$ cat config.mk
export PLATFORM = sky130hd
export DESIGN_NAME = rom_fetch_unit
export DESIGN_NICKNAME = d
export VERILOG_FILES = /design/src/rtl/fetch_pkg.sv /design/src/rtl/fetch_fifo.sv /design/src/rtl/rom_fetch_unit.sv
export SDC_FILE = /design/constraint.sdc
export NUM_CORES = 1
export LEC_CHECK = 0
export CAP_MARGIN = 10
export CORE_MARGIN = 2
export CORE_UTILIZATION = 54
export CTS_BUF_LIST = sky130_fd_sc_hd__clkbuf_8 sky130_fd_sc_hd__clkbuf_16
export CTS_CLUSTER_SIZE = 10
export DETAILED_ROUTE_END_ITERATION = 16
export PLACE_DENSITY_LB_ADDON = 0.12
export RECOVER_POWER = 25
export SLEW_MARGIN = 5
export SYNTH_ARGS = -nofsm -noshare
export SYNTH_HDL_FRONTEND = slang
export SYNTH_SLANG_ARGS = --single-unit
$ cat constraint.sdc
create_clock -name iCLK -period 6.1 [get_ports iCLK]
set_input_delay 1.525 -clock iCLK [delete_from_list [all_inputs] [get_ports iCLK]]
set_output_delay 1.525 -clock iCLK [all_outputs]
set_load 0.02 [all_outputs]
$ cat src/rtl/fetch_pkg.sv
// Shared definitions for the ROM fetch unit: state encoding, data widths and
// the pointer-width helper used to size the prefetch FIFO.
package fetch_pkg;

  typedef enum logic [1:0] {
    ST_IDLE  = 2'd0,
    ST_RUN   = 2'd1,
    ST_FAULT = 2'd2
  } fetch_state_e;

  localparam int          INSTR_W = 32;
  localparam logic [31:0] PC_INC  = 32'd4;

  function automatic int clog2(input int value);
    int result;
    result = 0;
    for (int i = 0; i < 31; i++) begin
      if ((1 << i) < value) result = i + 1;
    end
    return result;
  endfunction

endpackage

$ cat src/rtl/fetch_fifo.sv
// Synchronous prefetch FIFO holding {PC, instruction} pairs. Flush empties it
// in one cycle; push and pop together leave the count unchanged.
module fetch_fifo
  import fetch_pkg::*;
#(
  parameter int WIDTH = 64,
  parameter int DEPTH = 4,
  localparam int PTR_W = clog2(DEPTH)
) (
  input  logic             iCLK,
  input  logic             iRST,
  input  logic             iPUSH,
  input  logic             iPOP,
  input  logic             iFLUSH,
  input  logic [WIDTH-1:0] iDATA,
  output logic [WIDTH-1:0] oDATA,
  output logic [PTR_W:0]   oCOUNT,
  output logic             oFULL,
  output logic             oEMPTY
);

  logic [WIDTH-1:0] mem [DEPTH];
  logic [PTR_W-1:0] wrPtr;
  logic [PTR_W-1:0] rdPtr;
  logic [PTR_W:0]   count;

  always_ff @(posedge iCLK) begin
    if (iRST || iFLUSH) begin
      wrPtr <= '0;
      rdPtr <= '0;
      count <= '0;
    end else begin
      if (iPUSH) wrPtr <= wrPtr + 1'b1;
      if (iPOP)  rdPtr <= rdPtr + 1'b1;
      case ({iPUSH, iPOP})
        2'b10:   count <= count + 1'b1;
        2'b01:   count <= count - 1'b1;
        default: count <= count;
      endcase
    end
  end

  // Storage needs no reset: entries are only visible while count is non-zero.
  always_ff @(posedge iCLK) begin
    if (iPUSH && !iFLUSH && !iRST) mem[wrPtr] <= iDATA;
  end

  assign oDATA  = mem[rdPtr];
  assign oCOUNT = count;
  assign oFULL  = (count == (PTR_W + 1)'(DEPTH));
  assign oEMPTY = (count == '0);

endmodule

$ cat src/rtl/rom_fetch_unit.sv
// Instruction ROM fetch initiator: walks the PC, issues ROM reads into a
// prefetch FIFO and presents {PC, instr} to the core. Range-check fault: FETCH_FAULT_EN.
module rom_fetch_unit
  import fetch_pkg::*;
#(
  parameter logic [31:0] RESET_PC   = 32'h0,
  parameter logic [31:0] ROM_ORIGIN = 32'h0,
  parameter logic [31:0] ROM_LENGTH = 32'h400,
  parameter int          FIFO_DEPTH = 4,
  localparam int         PTR_W      = clog2(FIFO_DEPTH)
) (
  input  logic               iCLK,
  input  logic               iRST,
  input  logic               iEN,
  output logic               oROM_CE,
  output logic               oROM_RD,
  output logic [31:0]        oROM_ADDR,
  input  logic [INSTR_W-1:0] iROM_DATA,
  input  logic               iREDIRECT,
  input  logic [31:0]        iREDIRECT_PC,
  output logic               oINSTR_VALID,
  output logic [INSTR_W-1:0] oINSTR,
  output logic [31:0]        oINSTR_PC,
  input  logic               iINSTR_READY,
  output logic               oFAULT,
  output logic [1:0]         oDBG_STATE,
  output logic [PTR_W:0]     oDBG_COUNT
);

`ifdef FETCH_FAULT_EN
  localparam bit FAULT_EN = 1'b1;
`else
  localparam bit FAULT_EN = 1'b0;
`endif

  fetch_state_e   state, stateNext;
  logic [31:0]    pc;
  logic           inRange, issue, pop;
  logic           fifoFull, fifoEmpty;
  logic [63:0]    headData;

  assign inRange = (pc >= ROM_ORIGIN) && ((pc - ROM_ORIGIN) < ROM_LENGTH);

  // Handshake: the head transfers on a cycle where oINSTR_VALID and
  // iINSTR_READY are both high; VALID never depends on READY, and a redirect
  // cycle transfers nothing.
  always_comb begin
    pop       = oINSTR_VALID && iINSTR_READY && !iREDIRECT;
    issue     = (state == ST_RUN) && !iREDIRECT && (!fifoFull || pop) &&
                (inRange || !FAULT_EN);
    stateNext = state;
    if (iREDIRECT) begin
      stateNext = iEN ? ST_RUN : ST_IDLE;
    end else begin
      case (state)
        ST_IDLE: if (iEN) stateNext = ST_RUN;
        ST_RUN: begin
          if (FAULT_EN && !inRange) stateNext = ST_FAULT;
          else if (!iEN)            stateNext = ST_IDLE;
        end
        ST_FAULT: stateNext = ST_FAULT;
        default:  stateNext = ST_IDLE;
      endcase
    end
  end

  always_ff @(posedge iCLK) begin
    if (iRST) begin
      state <= ST_IDLE;
      pc    <= RESET_PC;
    end else begin
      state <= stateNext;
      if (iREDIRECT)  pc <= {iREDIRECT_PC[31:2], 2'b00};
      else if (issue) pc <= pc + PC_INC;
    end
  end

  fetch_fifo #(
    .WIDTH (64),
    .DEPTH (FIFO_DEPTH)
  ) u_fifo (
    .iCLK   (iCLK),
    .iRST   (iRST),
    .iPUSH  (issue),
    .iPOP   (pop),
    .iFLUSH (iREDIRECT),
    .iDATA  ({pc, iROM_DATA}),
    .oDATA  (headData),
    .oCOUNT (oDBG_COUNT),
    .oFULL  (fifoFull),
    .oEMPTY (fifoEmpty)
  );

  assign oROM_CE      = issue;
  assign oROM_RD      = issue;
  assign oROM_ADDR    = pc;
  assign oINSTR_VALID = !fifoEmpty;
  assign oINSTR_PC    = oINSTR_VALID ? headData[63:32] : 32'h0;
  assign oINSTR       = oINSTR_VALID ? headData[31:0]  : 32'h0;
  assign oFAULT       = FAULT_EN && (state == ST_FAULT);
  assign oDBG_STATE   = state;

endmodule

* After elaboration in Yosys (flattened, before gate mapping)
Memories as Yosys holds them, arrays and structs flattened. A register that Yosys moved wholly into a read port is not among the register bits.
Cells that the tools add are included.
** Word-level totals
- Memory bits (writable) :: 256
- Logic and storage cells :: 51
- Bits in latches :: 0
- Register bits after elaboration :: 41
- Bits in read-only memories :: 0
- Memories :: 1
** Operators by class
- Equal/unequal tests :: 7
- Div/mod/pow operators :: 0
- $lt $le $gt $ge :: 0
- Reductions and logical operators :: 18
- Mux-type cells :: 14
- $mul :: 0
- Add/subtract/negate cells :: 5
- Shifts and indexed selects :: 0
- Bitwise operators :: 0
** Memories
- u_fifo.mem :: words 4, width 64, read ports 1, clocked after Yosys merged registers in 1, write ports 1, line fetch_fifo.sv:22 : logic [WIDTH-1:0] mem [DEPTH];
** Operators with widths (count)
- 2-to-1 mux 32 bit :: 4
- adder 32 x 3 -> 32 bit (second input constant) :: 1
- 2-to-1 mux 2 bit :: 5
- logical AND 1 bit :: 6
- inequality test 3 bit (second input constant) :: 2
- one-hot mux 2 bit (3 select lines) :: 1
- one-hot mux 3 bit (2 select lines) :: 1
- adder 2 x 1 -> 2 bit (second input constant) :: 2
- == test 2 x 1 -> 1 bit (second input constant) :: 2
- == test 2 bit (second input constant) :: 2
- logical NOT 1 bit :: 4
- nonzero test 2 bit :: 2
- adder 3 x 1 -> 3 bit (second input constant) :: 1
- == test 3 bit (second input constant) :: 1
- logical NOT 3 bit :: 1
- 2-to-1 mux 1 bit :: 3
- subtractor 3 x 1 -> 3 bit (second input constant) :: 1
- logical NOT 2 bit :: 1
- logical OR 1 bit :: 2
- AND reduction 2 bit :: 1
- OR reduction 2 bit :: 1

* Logic depth before layout (Yosys ltp)
- Depth after elaboration :: 10
- Depth in mapped cells :: 11
- Depth with buffers taken out :: 8

* Hierarchy
A second synthesis with hierarchy kept.
** Unflattened totals
- Cell total of the unflattened synthesis :: 694
- Area, all modules :: 12060.3 µm²
** By module, submodules not included
- fetch_fifo :: times used 1, area each 9754.4 µm², seq. area each 7867.5 µm², cells each 383
- rom_fetch_unit :: times used 1, area each 2306.0 µm², seq. area each 640.6 µm², cells each 311

* Least setup slack after synthesis
Ideal clock, no wire load.
- Path kind :: input port to flip-flop
- Start point :: in iREDIRECT
- End point :: mem u_fifo.mem[0][0] (enable)
- Data arrival time :: 4.311 ns
- Setup slack :: 1.363 ns
- Setup time :: 0.427 ns
- Buffers on the path :: 4
- Stages on the path :: 8
- Path through :: buf_6 -> or3b_1 -> buf_2 -> or2_1 -> buf_6 -> clkbuf_1 -> nor2_1 -> and2_1
** Between the ends
- Word-level cells in the longest chain between the ends :: 8
- Elaborated cells between the ends (all ways) :: 9
** RTL lines
- from (decl) :: line rom_fetch_unit.sv:19 : input logic iREDIRECT,
- logical NOT 1 bit * :: line fetch_fifo.sv:45, rom_fetch_unit.sv:48, rom_fetch_unit.sv:49
- logical AND 1 bit :: line rom_fetch_unit.sv:48 : pop = oINSTR_VALID && iINSTR_READY && !iREDIRECT;
- logical OR 1 bit :: line rom_fetch_unit.sv:49 : issue = (state == ST_RUN) && !iREDIRECT && (!fifoFull || pop) &&
- logical AND 1 bit :: line rom_fetch_unit.sv:49
- logical AND 1 bit * (2 in a row) :: line fetch_fifo.sv:45 : if (iPUSH && !iFLUSH && !iRST) mem[wrPtr] <= iDATA;
- 2-to-1 mux 1 bit * :: line fetch_fifo.sv:45
- 2-to-1 mux 1 bit (not written as such) * :: line fetch_fifo.sv:45
- to (decl) :: line fetch_fifo.sv:22
Every way passes the cells marked *; elsewhere a longest branch is shown, timed or not.

* Worst setup path in the final report
- Start point :: in iREDIRECT
- End point :: out oROM_CE
** Between the ends
- Word-level cells in the longest chain between the ends :: 4
- Elaborated cells between the ends (all ways) :: 5
** RTL lines
- logical NOT 1 bit * :: line rom_fetch_unit.sv:48, rom_fetch_unit.sv:49
- logical AND 1 bit :: line rom_fetch_unit.sv:48
- logical OR 1 bit :: line rom_fetch_unit.sv:49
- logical AND 1 bit * :: line rom_fetch_unit.sv:49
- to (decl) :: line rom_fetch_unit.sv:15 : output logic oROM_CE,
Marks and branches as above.

==> qor.tcl <==
set qor(timing.critical_path.arrival_ns) 3.62
set qor(layout-area-overhead-vs-synth_pct) 24.4
set qor(worstSetupStartpointType) {input pin}
set qor(gr-usage-all-layers_pct) 21.8
set qor(route.detailed.wl_per_inst_um) 21.2
set qor(syn_avg_cell_area_sq_um) 16.9
set qor(grt_remaining_overflow) 0
set qor(die_w_um) 151
set qor(via_count_of_the_first_global_routing_pass) 6953
set qor(clock_skew_ns) 0.0171
set qor(netlist.top_cell.by_area) {sky130_fd_sc_hd__edfxtp_1}
set qor(nets) 934
set qor(num_vias) 6773
set qor(detail_route.vias_per_cell) 5.87
set qor(numPortBuffers) 166
set qor(row_count) 53
set qor(run_status) {completed}
set qor(worst-slew-pin-transition_ns) 0.994
set qor(postCtsSetupRepairBufs) 0
set qor(post-dp-hpwl_mm) 14.4
set qor(yosys_register_bits) 289
set qor(finish.utilization_pct) 69.0
set qor(timing.critical_path.required_ns) 4.58
set qor(post_cts.resized_instances) 0
set qor(clkLatencyLatePin_ns) 0.50
set qor(numPlacedInstances) 1097
set qor(cts_num_sinks) 289
set qor(cts-hold-fix-buffers) 0
set qor(post_synth_and_or_nand_nor_area_fraction_pct) 9.26
set qor(drt_first_pass_iters) 5
set qor(synth_compound_gate_area_share_pct) 3.82
set qor(netlist_top_cells_area) {sky130_fd_sc_hd__edfxtp_1 63%, sky130_fd_sc_hd__mux4_2 12%, sky130_fd_sc_hd__dfxtp_1 7.0%, sky130_fd_sc_hd__and2_1 3.8%, sky130_fd_sc_hd__nand2_1 0.99%}
set qor(top_cell_type_s_share_of_synthesized_area_pct) 63.5
set qor(worstSetupPathType) {in -> out}
set qor(synth_seq_area_share_pct) 70.5
set qor(initial_antenna_violation_count) 1
set qor(end_kind) {output pin}
set qor(fin_tns_setup_ns) 0
set qor(final_max_slew_viol_count) 0
set qor(worstRegToRegCells) 8
set qor(finalPower_uw) 4240
set qor(r2r-end) {u_fifo.oCOUNT[2]$_SDFFE_PP0P_}
set qor(power-per-cell-area_mw_per_mm2) 290
set qor(ys_dominant_reg_cell) {sky130_fd_sc_hd__edfxtp_1}
set qor(worst_setup_path_endpoint) {oROM_CE}
set qor(die_y_um) 151
set qor(cts_tree) {done}
set qor(power_leakage_uw) 0.00470
set qor(clock_tree.root_cell) {sky130_fd_sc_hd__clkbuf_16}
set qor(clkTransAtPathRegs_ns) 0.05
set qor(synthAdderAreaFrac_pct) 0.704
set qor(number_of_enable_type_register_cells_in_the_synthesized_netlist) 248
set qor(timing.reg2reg.setup_slack_ns) 3.16
set qor(synth_top_cells_by_count) {248 x sky130_fd_sc_hd__edfxtp_1, 72 x sky130_fd_sc_hd__and2_1, 62 x sky130_fd_sc_hd__mux4_2}
set qor(netlist_instances) 694
set qor(detailedRoute.firstIterationViolations) 572
set qor(syn_area_sq_mm) 0.0117
set qor(synth.most_common_cell) {sky130_fd_sc_hd__edfxtp_1}
set qor(layout.filler_cells) 1389
set qor(synth-warning-count) 0
set qor(die_area_sq_mm) 0.0229
set qor(vdd_ir_drop_max_mv) 0.185
set qor(final_cell_count_no_fill) 1154
set qor(num_antenna_cells) 0
set qor(synth_top_family_by_area) {multiplexers}
set qor(worstPathMaxFanout) 23
set qor(type_of_the_most_critical_hold_path) {reg -> reg}
set qor(period_minus_slack_ns) 5.15
set qor(cts_buffers) 35
set qor(max_clock_freq_ghz) 0.194
set qor(ant_nets) 0
set qor(timing.max_slew.rel_slack_pct) 33.8
set qor(placeableCoreArea_sq_mm) 0.0212
set qor(fraction_of_layout_instances_using_a_drive_strength_above_1_pct) 14.1
set qor(rsz0062_at_grt) {no}
set qor(depth_of_the_cts_h_tree) 2
set qor(initial_utilization_pct) 55.5
set qor(finalSetupViolCount) 0
set qor(wire_length_of_the_first_global_routing_pass_mm) 37.6
set qor(timing.final.hold_violations) 0
set qor(drc) 0
set qor(reg2reg_from) {u_fifo.oCOUNT[0]$_SDFFE_PP0P_}
set qor(num_io_pins) 174
set qor(post_synth_mux_area_share_pct) 12.5
set qor(synthDistinctLibCells) 57
set qor(place.gp.congestion) 0.858
set qor(post-route-period-util_pct) 84.4
set qor(largest_net_degree_at_the_start_of_global_routing) 63
set qor(crit_startpoint) {iREDIRECT}
set qor(synth-xor-area-share_pct) 0.821
set qor(maxCapViolations) 0
set qor(async_flop_share_pct) 0
set qor(wl_mm) 24.5
set qor(clk_path_buf_depth) 3
routing by layer:
| layer | global-route usage, % | vias up | share of wire [%] |
|---|---|---|---|
| li1 | - | 3056 | - |
| met1 | 29.9 | 3428 | 41 |
| met2 | 36.6 | 262 | 51 |
| met3 | 4.10 | 25 | 6.8 |
| met4 | 5.33 | 2 | 1.0 |
| met5 | 0 | - | 0.053 |
worst min path at each step:
stage	startpoint	end	slack, ns	cells after the start
6_report	oDBG_STATE[0]$_SDFFE_PP0P_	oDBG_STATE[1]$_SDFFE_PP0P_	0.45	1
5_1_grt	oDBG_STATE[0]$_SDFFE_PP0P_	oDBG_STATE[1]$_SDFFE_PP0P_	0.48	1
4_1_cts	oDBG_STATE[0]$_SDFFE_PP0P_	oDBG_STATE[1]$_SDFFE_PP0P_	0.46	1
3_5_place_dp	oDBG_STATE[0]$_SDFFE_PP0P_	oDBG_STATE[1]$_SDFFE_PP0P_	0.45	1
3_3_place_gp	oDBG_STATE[0]$_SDFFE_PP0P_	oDBG_STATE[1]$_SDFFE_PP0P_	0.44	1
2_1_floorplan	u_fifo.wrPtr[1]$_SDFFE_PP0P_	u_fifo.wrPtr[1]$_SDFFE_PP0P_	0.47	2
cell type report:
class | instances | area [sq um] | share of cell area (%)
inverter | 10 | 40.0 | 0.274
tap | 275 | 344 | 2.36
sequential | 289 | 8280 | 56.7
multi-input combinational | 351 | 3210 | 22.0
timing repair buffer | 172 | 1710 | 11.7
clock buffer | 38 | 940 | 6.44
clock inverter | 19 | 76.3 | 0.523
critical path, cell delays in order:
cell                              delay [ns]
sky130_fd_sc_hd__clkdlybuf4s50_1        0.42
sky130_fd_sc_hd__or3b_1                 0.47
sky130_fd_sc_hd__or2_1                  0.31
sky130_fd_sc_hd__inv_4                  0.23
sky130_fd_sc_hd__clkdlybuf4s50_1        0.66
registers in the layout, summed over array words and instances, names as in the netlist, named ones only:
| name | cells |
|---|---|
| u_fifo.oCOUNT | 3 |
| oROM_ADDR | 30 |
| oDBG_STATE | 2 |
| u_fifo.mem | 248 |
| u_fifo.rdPtr | 2 |
| u_fifo.wrPtr | 2 |
cells in the final DEF, fill, tap and decap left out, types with 3 or more instances in the layout:
cell	count
sky130_fd_sc_hd__edfxtp_1	248
sky130_fd_sc_hd__clkdlybuf4s50_1	156
sky130_fd_sc_hd__and2_1	68
sky130_fd_sc_hd__mux4_2	62
sky130_fd_sc_hd__dfxtp_1	39
sky130_fd_sc_hd__clkbuf_16	37
sky130_fd_sc_hd__nand2_1	31
sky130_fd_sc_hd__inv_1	27
sky130_fd_sc_hd__nor2_1	20
sky130_fd_sc_hd__a21oi_1	19
sky130_fd_sc_hd__nand3_1	14
sky130_fd_sc_hd__a31oi_1	13
sky130_fd_sc_hd__nand4_1	11
sky130_fd_sc_hd__dlygate4sd3_1	10
sky130_fd_sc_hd__nor4_1	8
sky130_fd_sc_hd__xnor2_1	8
sky130_fd_sc_hd__or3_1	8
sky130_fd_sc_hd__o21ai_0	6
sky130_fd_sc_hd__nor3_1	6
sky130_fd_sc_hd__o22ai_1	6
sky130_fd_sc_hd__buf_4	6
sky130_fd_sc_hd__and3_1	5
sky130_fd_sc_hd__o211ai_1	5
sky130_fd_sc_hd__ha_1	5
sky130_fd_sc_hd__conb_1	5
sky130_fd_sc_hd__and2_4	4
sky130_fd_sc_hd__and4_1	4
sky130_fd_sc_hd__o311ai_0	3
sky130_fd_sc_hd__xor2_1	3
sky130_fd_sc_hd__a211oi_1	3
report_power, final:
part           internal [uW]  switching (uW)
logic                    118             119
clock network           1090             704
registers               2170            36.2
total                   3380             859
per-stage QoR:
step	instance area [sq um]	hold WS [ns]	setup slack, ns
6_report	14600	0.454	0.953
5_1_grt	14600	0.480	0.903
4_1_cts	14600	0.460	0.964
3_5_place_dp	13600	0.445	0.957
3_3_place_gp	13600	0.441	0.974
2_1_floorplan	11700	0.469	1.36
kinds of logic (layout without fill, tap and decap cells):
family	count (synthesis)	after routing
AND/OR/NAND/NOR	192	192
XOR/XNOR	11	11
flip-flops	289	289
multiplexers	68	68
other	1	5
buffers and inverters	58	239
AO/OA/AOI/OAI	69	69
adder cells (fa/ha/maj)	6	6
Power figures use the tool's default switching activity.
